===== config.mk =====
export PLATFORM = sky130hd
export DESIGN_NAME = cache_refill_controller
export DESIGN_NICKNAME = d
export VERILOG_FILES = /design/src/rtl/cache_refill_controller.sv
export SDC_FILE = /design/constraint.sdc
export NUM_CORES = 1
export LEC_CHECK = 0
export CAP_MARGIN = 20
export CELL_PAD_IN_SITES_DETAIL_PLACEMENT = 1
export CELL_PAD_IN_SITES_GLOBAL_PLACEMENT = 1
export CORE_UTILIZATION = 36
export CTS_BUF_LIST = sky130_fd_sc_hd__clkbuf_8
export DETAILED_ROUTE_END_ITERATION = 8
export PLACE_DENSITY_LB_ADDON = 0.1
export SLEW_MARGIN = 5
export SYNTH_ARGS = -nofsm -noshare
export SYNTH_HDL_FRONTEND = slang
export SYNTH_SLANG_ARGS = --single-unit

===== constraint.sdc =====
create_clock -name clk -period 9.6 [get_ports clk]
set_clock_uncertainty 0.15 [all_clocks]
set_input_delay 2.4 -clock clk [delete_from_list [all_inputs] [get_ports clk]]
set_output_delay 2.4 -clock clk [all_outputs]
set_load 0.02 [all_outputs]

===== src/rtl/cache_refill_controller.sv =====
`timescale 1ns/1ps
`default_nettype none
// ----------------------------------------------------------------------------
// cache_refill_controller: core-side lookup and miss sequencer for a write-through cache
// Revision 1.0 - initial release
// ----------------------------------------------------------------------------
module cache_refill_controller #(
  parameter int ADDR_SIZE  = 32,
  parameter int BLOCK_SIZE = 32,
  parameter int CNT_WIDTH  = 16
) (
  input  logic                  clk,
  input  logic                  rst,
  input  logic                  req_valid,
  output logic                  req_ready,
  input  logic [ADDR_SIZE-1:0]  req_addr,
  input  logic                  req_write,
  input  logic [BLOCK_SIZE-1:0] req_wdata,
  output logic                  rsp_valid,
  output logic [BLOCK_SIZE-1:0] rsp_rdata,
  output logic [ADDR_SIZE-1:0]  cache_addr,
  output logic                  cache_write_enable,
  output logic [BLOCK_SIZE-1:0] cache_write_data,
  input  logic [BLOCK_SIZE-1:0] cache_read_data,
  input  logic                  cache_hit,
  output logic                  mem_req_valid,
  input  logic                  mem_req_ready,
  output logic                  mem_req_write,
  output logic [ADDR_SIZE-1:0]  mem_req_addr,
  output logic [BLOCK_SIZE-1:0] mem_req_wdata,
  input  logic                  mem_rsp_valid,
  input  logic [BLOCK_SIZE-1:0] mem_rsp_rdata,
  output logic [CNT_WIDTH-1:0]  hit_count,
  output logic [CNT_WIDTH-1:0]  miss_count
);

  typedef enum logic [2:0] {
    S_IDLE     = 3'd0,
    S_LOOKUP   = 3'd1,
    S_MEM_REQ  = 3'd2,
    S_MEM_WAIT = 3'd3,
    S_FILL     = 3'd4,
    S_RESPOND  = 3'd5
  } state_e;

  localparam logic [CNT_WIDTH-1:0] CNT_MAX = '1;
  localparam logic [CNT_WIDTH-1:0] CNT_ONE = {{(CNT_WIDTH-1){1'b0}}, 1'b1};

  state_e                state_q, state_d;
  logic [ADDR_SIZE-1:0]  addr_q, addr_d;
  logic [BLOCK_SIZE-1:0] wdata_q, wdata_d;
  logic                  write_q, write_d;
  logic [BLOCK_SIZE-1:0] fill_q, fill_d;
  logic [BLOCK_SIZE-1:0] rdata_q, rdata_d;
  logic [CNT_WIDTH-1:0]  hit_q, hit_d;
  logic [CNT_WIDTH-1:0]  miss_q, miss_d;

  always_ff @(posedge clk or posedge rst) begin
    if (rst) begin
      state_q <= S_IDLE;
      addr_q  <= '0;
      wdata_q <= '0;
      write_q <= 1'b0;
      fill_q  <= '0;
      rdata_q <= '0;
      hit_q   <= '0;
      miss_q  <= '0;
    end else begin
      state_q <= state_d;
      addr_q  <= addr_d;
      wdata_q <= wdata_d;
      write_q <= write_d;
      fill_q  <= fill_d;
      rdata_q <= rdata_d;
      hit_q   <= hit_d;
      miss_q  <= miss_d;
    end
  end

  always_comb begin
    state_d            = state_q;
    addr_d             = addr_q;
    wdata_d            = wdata_q;
    write_d            = write_q;
    fill_d             = fill_q;
    rdata_d            = rdata_q;
    hit_d              = hit_q;
    miss_d             = miss_q;
    req_ready          = 1'b0;
    rsp_valid          = 1'b0;
    cache_write_enable = 1'b0;
    cache_write_data   = '0;
    mem_req_valid      = 1'b0;
    mem_req_write      = 1'b0;
    mem_req_addr       = '0;
    mem_req_wdata      = '0;

    unique case (state_q)
      S_IDLE: begin
        req_ready = 1'b1;
        if (req_valid) begin
          addr_d  = req_addr;
          write_d = req_write;
          wdata_d = req_wdata;
          state_d = S_LOOKUP;
        end
      end
      S_LOOKUP: begin
        if (cache_hit) begin
          if (hit_q != CNT_MAX) hit_d = hit_q + CNT_ONE;
          if (write_q) begin
            // Store hit updates the cached copy now; memory is written next.
            cache_write_enable = 1'b1;
            cache_write_data   = wdata_q;
            state_d            = S_MEM_REQ;
          end else begin
            rdata_d = cache_read_data;
            state_d = S_RESPOND;
          end
        end else begin
          if (miss_q != CNT_MAX) miss_d = miss_q + CNT_ONE;
          state_d = S_MEM_REQ;
        end
      end
      S_MEM_REQ: begin
        mem_req_valid = 1'b1;
        mem_req_write = write_q;
        mem_req_addr  = addr_q;
        mem_req_wdata = write_q ? wdata_q : '0;
        if (mem_req_ready) state_d = S_MEM_WAIT;
      end
      S_MEM_WAIT: begin
        if (mem_rsp_valid) begin
          if (write_q) begin
            state_d = S_RESPOND;
          end else begin
            fill_d  = mem_rsp_rdata;
            state_d = S_FILL;
          end
        end
      end
      S_FILL: begin
        cache_write_enable = 1'b1;
        cache_write_data   = fill_q;
        rdata_d            = fill_q;
        state_d            = S_RESPOND;
      end
      S_RESPOND: begin
        rsp_valid = 1'b1;
        rdata_d   = '0;
        state_d   = S_IDLE;
      end
      default: state_d = S_IDLE;
    endcase
  end

  assign cache_addr = (state_q == S_IDLE) ? '0 : addr_q;
  assign rsp_rdata  = rdata_q;
  assign hit_count  = hit_q;
  assign miss_count = miss_q;

endmodule
`default_nettype wire


# Word level (Yosys, flattened, before mapping)
# Cells that the tools add are included.
# word_totals
elab_cells,55
in_bits,135
ff_bits,164
output_inout_bits,197
# classes
n_reduce_logical,8
addsub,2
n_eq_ne,12
n_mux,23
n_bitwise,2
# ops
op,count
$mux W32,7
$pmux W32 S3,1
$pmux W32 S2,1
$add A16 B1 Y16 const B,2
$ne A16 B16 Y1 const B,2
$mux W3,5
$pmux W3 S5,1
$reduce_and A3 Y1,5
$ne A2 B2 Y1 const B,5
$mux W1,7
$eq A3 B2 Y1 const B,2
$eq A3 B3 Y1 const B,2
$eq A3 B1 Y1 const B,1
$logic_not A3 Y1,1
$reduce_bool A3 Y1,1
$not A1 Y1,2
$pmux W1 S2,1
$reduce_and A2 Y1,1

# Longest topological paths before layout
# Gate-level depths: netlist of run 1.
# depth
ltp_word,3
depth_mapped,7
ltp_nobuf,5

# Least setup slack after synthesis of run 1
# No wires, ideal clock.
# synth_timing
path_kind,input port to output port
from,input port cache_hit
to,output port cache_write_data[0]
stages,4
arrival_time_ns,3.304
setup_slack_ns,3.746
cell_sequence,nand4bb_1 nor2_1 clkbuf_1 a22o_1
# synth_via
elab_chain_len,2
# synth_lines
item,line_no,rtl
from (decl),25,"input logic cache_hit,"
$mux W32,109,if (cache_hit) begin
$pmux W32 S2,98,unique case (state_q)
to (decl),23,"output logic [BLOCK_SIZE-1:0] cache_write_data,"
# Every way passes these cells.

# Worst setup path after layout of run 1
# layout_timing
from,input port cache_hit
to,output port cache_write_data[13]
# Same word-level chain as after synthesis.

==> results.toml, run 1 <==
[hold_path]
worstHoldStart = "addr_q[30]"
hold_path_class = "reg2reg"

[run]
maxCapViolations = 0

[finish]
final_cell_area_um2 = 11800
area_delta_synth_final_pct = 50.5
fin_nets = 1125
drive_above_1_share_pct = 8.79
n_fill_cell = 2270

[synth]
synth.yosys.warnings = 0
synthMostInstantiatedCell = "dfrtp_1"
ys_types = 49
synth_flop_cell = "dfrtp_1"
ys_ff_latch = 164
synthTopCellsByCount = "dfrtp_1 (164), mux2_1 (70), a21oi_1 (40), nor2_1 (40), and3_1 (38)"
syn_inst = 678
synthTopCellsByArea = "dfrtp_1 (52%), mux2_1 (10%), mux2_2 (4.0%)"
async_flop_share_pct = 100
synth_fp_nets = 815
avgSynthCellArea_um2 = 11.6
synth_edf_count = 0
syn_area_um2 = 7850
synth_top_area_share_pct = 52.3
synth_top_area_cell = "dfrtp_1"
ys_seq_area_share_pct = 52.3

[placed_design]
gp_routability_congestion = 0.788
numPortBuffers = 331
post_dp_cell_area_um2 = 11400
dpl.hpwl_um = 19200
post-place-ws_ns = 1.77

[timing]
tightest_slew_ns = 0.989
timing.fmax_mhz = 128
fin_crit_sh_pct = 81.3
setup_tns_ns = 0
finalCriticalPeriod_ns = 7.81
finalSetupViolCount = 0
rsz0062_at_grt = "no"
setup_ws_ns = 1.79
slew_headroom_pct = 34.1
report.final.hold_viol_count = 0
final-max-slew-violation-count = 0
hold_ws_ns = 0.352

[worst_setup_path]
critPathMaxStageDelay_ns = 0.90
cp_slowest_cell = "nor2_4"
cp-start-kind = "input pin"
crit_arrival_ns = 5.26
cpMostUsedCell = "clkdlybuf4s50_1"
crit_start = "cache_hit"
worstPathRequired_ns = 7.05
crit_family = "simple AND/OR/NAND/NOR gates"
timing.critical_path.fanout_max = 32
end_kind = "output port"
cp.buffers_inverters = 2
r2r_start = "state_q[2]"
worstPathCellList = "clkdlybuf4s50_1 -> nand4bb_1 -> nor2_4 -> a22o_1 -> clkdlybuf4s50_1"
worst-setup-path-type = "in2out"

[route]
routed_via_density = 5.22
wl_per_cell_um = 21.1
ant_nets = 0
num_vias = 6665
finalWirelength_um = 26900
firstDrtPassIters = 5
drt-initial-drc-count = 236
drc = 0

[grt]
grt_antenna_before_repair = 2
grt-ovfl-total = 0
grt_pass1_wl_um = 41100
grt_max_degree = 93
grt_pass1_vias = 7034
gr-usage-all-layers_pct = 24.5

[clocking]
cts_buffers = 17
root_buffer = "clkbuf_8"
cts_tree = "yes"
cts_buffer_depth = 2
insertion_delay_ns = 0.45
htreeDepth = 4
hold_buffers = 0
cts.clk_slew.worst_paths_ns = 0.10
cts.sinks = 164
cts_setup_buffers = 0
cts-resized-gates = 0

[floorplan]
fp.dieW_um = 150
num_rows = 53
dieHeight_um = 150
io_pins = 332
initial_core_util_pct = 37.0
core-area_um2 = 21200
dieArea_um2 = 22400

[power_and_ir_drop]
p_leak_nw = 4.97
p_per_area_nw_per_um2 = 304
ir_drop_uv = 164

[outcome]
outcome = "finished clean"
[per-stage QoR]
stage / util, % / std cells / power (mW)
after floorplan: - / 678 / 2.19
after global placement: 53.6 / 1243 / 3.04
after detailed placement: 53.7 / 1244 / 3.09
after CTS: 55.6 / 1276 / 3.64
after global routing: 55.7 / 1278 / 3.81
final: 55.7 / 1278 / 3.59
[layer usage]
layer	GRT usage, %	up-vias	wire (um)
li1	-	3056	-
met1	27.9	3335	10600
met2	41.5	240	13100
met3	8.93	34	2420
met4	9.69	0	757
met5	0	-	0
[layout make-up]
type / count / area (um2) / area share [%]
sequential: 164 / 4100 / 34.7
inverter: 6 / 27.5 / 0.233
clock buffer: 18 / 248 / 2.10
timing repair buffer: 339 / 3370 / 28.6
antenna: 2 / 5.00 / 0.0424
tap: 275 / 344 / 2.91
multi-input combinational: 460 / 3540 / 30.0
clock inverter: 14 / 169 / 1.43
[registers in the layout (all words and copies together) (netlist names)]
register and cells:
addr_q 32, fill_q 32, state_q 3, write_q 1, hit_count 16, rsp_rdata 32, wdata_q 32, miss_count 16
[worst register-to-register path: stages (launching register included)]
cell,delay [ns]
dfrtp_1,0.69
nand2b_2,0.63
nor2_4,0.63
buf_4,0.60
a22oi_1,0.20
a21oi_1,0.21
[logic make-up after synthesis]
family	share of synthesized area (%)
flops	52.3
buf+inv	3.11
simple gates	16.7
xor+xnor	3.01
fa+ha+maj	0.319
mux	14.2
compound gates	10.4
[final timing paths]
| kind | slack (ns) | cells after the start | endpoint |
|---|---|---|---|
| max | 1.79 | 5 | cache_write_data[13] |
| min reg2reg | 0.35 | 1 | addr_q[30] |
| min | 0.35 | 1 | addr_q[30] |
| max reg2reg | 6.40 | 5 | rsp_rdata[8] |
| max in group asynchronous | 5.50 | 3 | rsp_rdata[30] |
| min in group asynchronous | 2.34 | 2 | wdata_q[2] |
[layout by cell type, fill, tap and decap left out, types with 8 or more instances in the layout]
cell type and n:
and2_1 33, nand2_1 13, and3_1 38, nand4_1 9
nor4_1 8, a22o_1 32, clkbuf_8 18, a21oi_1 39
nand3_1 8, nor2b_1 33, a22oi_1 32, nor3_1 8
xor2_1 26, dfrtp_1 164, nor2_1 38, mux2_2 28
clkdlybuf4s50_1 331, buf_4 8, mux2_1 70
[power by group]
part / switching [mW] / internal (mW)
clock: 0.287 / 0.247
combinational: 0.925 / 0.860
sequential: 0.278 / 0.993
Power figures use the tool's default switching activity.
==> run 2, diff against run 1 <==
--- a/config.mk
+++ b/config.mk
@@ -8,7 +8,7 @@
 export CAP_MARGIN = 20
 export CELL_PAD_IN_SITES_DETAIL_PLACEMENT = 1
 export CELL_PAD_IN_SITES_GLOBAL_PLACEMENT = 1
-export CORE_UTILIZATION = 36
+export CORE_UTILIZATION = 33
 export CTS_BUF_LIST = sky130_fd_sc_hd__clkbuf_8
 export DETAILED_ROUTE_END_ITERATION = 8
 export PLACE_DENSITY_LB_ADDON = 0.1
==> constraint.sdc (replaced) <==
create_clock -name clk -period 7.65 [get_ports clk]
set_clock_uncertainty 0.15 [all_clocks]
set_input_delay 1.9125 -clock clk [delete_from_list [all_inputs] [get_ports clk]]
set_output_delay 1.9125 -clock clk [all_outputs]
set_load 0.02 [all_outputs]
==> results.toml, run 2 (same netlist as run 1, synthesis figures left out) <==
[finish]
final_cell_area_um2 = 11900
final_cell_mix = "clkdlybuf4s50_1 (331), dfrtp_1 (164), mux2_1 (70)"
area_delta_synth_final_pct = 51.1
layout_commonest_cell = "clkdlybuf4s50_1"
drive_above_1_share_pct = 8.68
fin_nets = 1129
final_cells = 1323

[worst_setup_path]
timing.critical_path.fanout_max = 19
cp.buffers_inverters = 3
cp-start-kind = "input pin"
rr_endpoint = "addr_q[2]"
end_kind = "output port"
cpMostUsedCell = "clkdlybuf4s50_1"
r2r_start = "state_q[0]"
ff2ff_path_depth = 4
r2r_slack_ns = 4.83
worstPathRequired_ns = 5.59
crit_family = "buffers and inverters"
cp_slowest_cell = "clkdlybuf4s50_1"
critPathMaxStageDelay_ns = 0.63
worstPathCellList = "clkdlybuf4s50_1 -> nand4bb_1 -> nor2_4 -> buf_4 -> a22o_1 -> clkdlybuf4s50_1"
crit_arrival_ns = 4.31
worst-setup-path-type = "in2out"

[grt]
grt_max_degree = 71
grt_antenna_before_repair = 2
grt-ovfl-total = 0
gr-usage-all-layers_pct = 22.0
grt_pass1_wl_um = 40100
grt_pass1_vias = 6904

[timing]
setup_ws_ns = 1.28
fin_crit_sh_pct = 83.3
finalCriticalPeriod_ns = 6.37
setup_tns_ns = 0
timing.fmax_mhz = 157
finalSetupViolCount = 0
tightest_slew_ns = 0.989
rsz0062_at_grt = "no"
slew_headroom_pct = 34.0
final-max-slew-violation-count = 0
report.final.hold_viol_count = 0

[clocking]
insertion_delay_ns = 0.46
cts-resized-gates = 0
cts_buffer_depth = 2
cts.sinks = 164
cts_buffers = 17
cts_setup_buffers = 0
cts.clk_slew.worst_paths_ns = 0.08
htreeDepth = 4
root_buffer = "clkbuf_8"
cts_tree = "yes"
hold_buffers = 0

[placed_design]
gp_routability_congestion = 0.789
post_dp_cell_area_um2 = 11500
numPortBuffers = 331
place_inst = 1290
post-place-ws_ns = 1.27
dpl.hpwl_um = 19300

[route]
wl_per_cell_um = 20.2
drc = 0
ant_nets = 0
dr_wl_met2_um = 12500
num_vias = 6631
top_layer = "met4"
finalWirelength_um = 26800
wl_met1_um = 11000
routed_via_density = 5.01
drt-initial-drc-count = 273
wl_met3_um = 2310
firstDrtPassIters = 7

[power_and_ir_drop]
p_clk_share_pct = 13.6
p_comb_share_pct = 50.3
p_leak_nw = 4.98
power_frac_seq_pct = 36.1
switchingPower_mw = 1.83
p_per_area_nw_per_um2 = 375
ir_drop_uv = 216
internal_power_mw = 2.62
swShare_pct = 41.1

[floorplan]
io_pins = 332
dieArea_um2 = 24400
initial_core_util_pct = 33.5
num_rows = 56
core-area_um2 = 23400
fp.dieW_um = 156
dieHeight_um = 156

[hold_path]
hold_path_class = "reg2reg"
worstHoldStart = "hit_count[15]"
hold_depth = 1
whs_endpoint = "hit_count[15]"

[outcome]
outcome = "finished clean"

[run]
maxCapViolations = 0
## run 2: stage by stage
step                      hold slack (ns)  power, mW  utilization, %
after floorplan                     0.314       2.75               -
after global placement              0.330       3.82            49.0
after detailed placement            0.338       3.86            49.0
after CTS                           0.352       4.48            50.5
after global routing                0.377       4.72            50.7
final                               0.353       4.44            50.7
## run 2: power by group through the flow
| stage | clock (mW) | sequential, mW | combinational (mW) |
|---|---|---|---|
| after floorplan | 0 | 1.60 | 1.15 |
| after global placement | 0 | 1.63 | 2.19 |
| after detailed placement | 0 | 1.65 | 2.21 |
| after CTS | 0.624 | 1.63 | 2.23 |
| after global routing | 0.659 | 1.66 | 2.40 |
| final | 0.603 | 1.61 | 2.24 |
## run 2: final cells by class
cell class / instances / area (um2)
Timing Repair Buffer: 343 / 3430
Multi-Input combinational cell: 460 / 3540
Sequential cell: 164 / 4100
Tap cell: 319 / 399
Clock buffer: 17 / 234
Fill cell: 2556 / 11500
Inverter: 6 / 27.5
Antenna cell: 2 / 5.00
Clock inverter: 12 / 119
## run 2: worst max-delay path by stage
stage,startpoint,to,slack [ns],cells after the start
4_1_cts,cache_hit,cache_write_data[30],1.26,6
3_3_place_gp,cache_hit,cache_write_data[30],1.33,6
6_report,cache_hit,cache_write_data[30],1.28,6
2_1_floorplan,rst,addr_q[0],1.15,1
5_1_grt,cache_hit,cache_write_data[30],1.11,6
3_5_place_dp,cache_hit,cache_write_data[16],1.27,6
## run 2: layer usage
layer  global-route usage, %  vias up
li1                        -     3059
met1                    26.2     3266
met2                    35.0      256
met3                    7.84       50
met4                    10.9        0
met5                       0        -
==> RTL edit: new RTL, settings of run 1 <==
Change the parameter `ADDR_SIZE` from 32 to 64.
--- a/src/rtl/cache_refill_controller.sv
+++ b/src/rtl/cache_refill_controller.sv
@@ -6,5 +6,5 @@
 // ----------------------------------------------------------------------------
 module cache_refill_controller #(
-  parameter int ADDR_SIZE  = 32,
+  parameter int ADDR_SIZE  = 64,
   parameter int BLOCK_SIZE = 32,
   parameter int CNT_WIDTH  = 16
Interface: changed (resized cache_addr, mem_req_addr and req_addr); port bits go from 332 to 428. No check against the original RTL was run, so the function may have changed too.
==> RTL edit against run 1 <==
Cell area is 21% higher. Area after synthesis rose by 20%. Power is 26% higher. Wire length up 25%. Worst setup slack gained 0.52 ns. Via count grew 18%. First-iteration DRC count grew 61%. Core utilization increased by 0.71 points. Combinational power rose by 38%. Sequential power grew 21%. Sequential cell count grew 32. Largest cell class unchanged. Highest routed layer unchanged.
==> RTL edit: results (changes against run 1) <==
1st-iter DRT viols -> 379 (+61%)
Synth Area in Compound Gates -> 0.08601 (-0.01778)
Peak supply drop -> 0.0001504 V (-8.4%)
WL met3 -> 2.626 mm (+8.5%)
syn nets -> 972 (+19%)
DP HPWL -> 24.77 mm (+29%)
FF-to-FF path depth -> 4 (-1)
GRT Overall Usage -> 0.2512 (+0.006124)
post-synthesis sequential area ratio -> 0.5211 (-0.001821)
routability cong. -> 0.8425 (+6.9%)
outcome -> finished clean
met2 WL -> 17.22 mm (+31%)
RR Endpoint -> addr_q[1]$_DFFE_PP0P_
global-route wire length before repair -> 50.29 mm (+22%)
Clk Latency, worst-skew pair -> 0.47 ns (+0.02 ns)
Worst Setup EP -> cache_write_data[22]
Fin Hold WS -> 0.3597 ns (+0.008055 ns)
most frequent cells after synthesis -> dfrtp_1 (196), mux2_2 (129), and2_1 (97), nor2b_1 (65), nor2_1 (51)
max incr delay on CP -> 0.62 ns (-0.28 ns)
leakage power -> 5.844 nW (+18%)
minimum clock period -> 7.286 ns (-0.5221 ns)
Syn Inst Count -> 803 (+18%)
via count -> 7851 (+18%)
crit path DAT -> 4.74 ns (-0.52 ns)
R2R Path Start -> state_q[0]$_DFFE_PP0P_
initial antenna violation count -> 4 (+2)
hold path start -> hit_count[15]$_DFFE_PP0P_
WL/cell -> 21.68 µm (+2.9%)
Distinct cells, synth -> 45 (-8.2%)
fillers -> 2694 (+19%)
Post-CTS Setup Inserts -> 0 (unchanged)
nets -> 1374 (+22%)
Synth Area in XOR/XNOR -> 0.02699 (-0.003146)
Biggest register -> addr_q
DRT Pass-1 Iters -> 4 (-1)
R2R setup slack -> 6.56 ns (+0.16 ns)
CP max-delay cell -> clkdlybuf4s50_1
non-filler cells, final -> 1553 (+22%)
share of cells above drive strength 1 -> 0.1578 (+0.06985)
adder-cell share of the synthesized area -> 0.002659 (-0.0005299)
placed insts -> 1516 (+22%)
WHS Endpoint -> hit_count[15]$_DFFE_PP0P_
slew margin rel. -> 0.3300 (-0.01069)
Area contributors post-synth -> dfrtp_1 (52%), mux2_2 (15%), and2_1 (6.4%)
Post-Place Setup Slack -> 2.350 ns (+0.5774 ns)
-- RTL edit: cell count changes after synthesis, sizes merged, moves of 11 or more --
cell,delta
and2,+63
buf,+12
and3,-34
mux2,+34
dfrtp,+32
nor2,+11
nor2b,+32
-- RTL edit: final cells by class --
type,count,area share
Sequential cell,196,0.3425
Timing Repair Buffer,437,0.3037
Multi-Input combinational cell,549,0.2970
Tap cell,330,0.02884
Clock buffer,18,0.01730
Clock inverter,13,0.007952
Inverter,4,0.001573
Antenna cell,6,0.001049
-- RTL edit: where the power goes --
part / switching [W] / internal [W] / leakage (nW)
Clock: 0.000322 / 0.000194 / 0.178
Sequential: 0.000337 / 0.00120 / 2.36
Combinational: 0.00124 / 0.00123 / 3.31
Total: 0.00190 / 0.00262 / 5.84
-- RTL edit: routing by layer --
metal	vias up	track usage
met5	-	0
met4	0	0.06650
met3	24	0.08333
met2	269	0.4399
met1	3960	0.2929
li1	3598	-
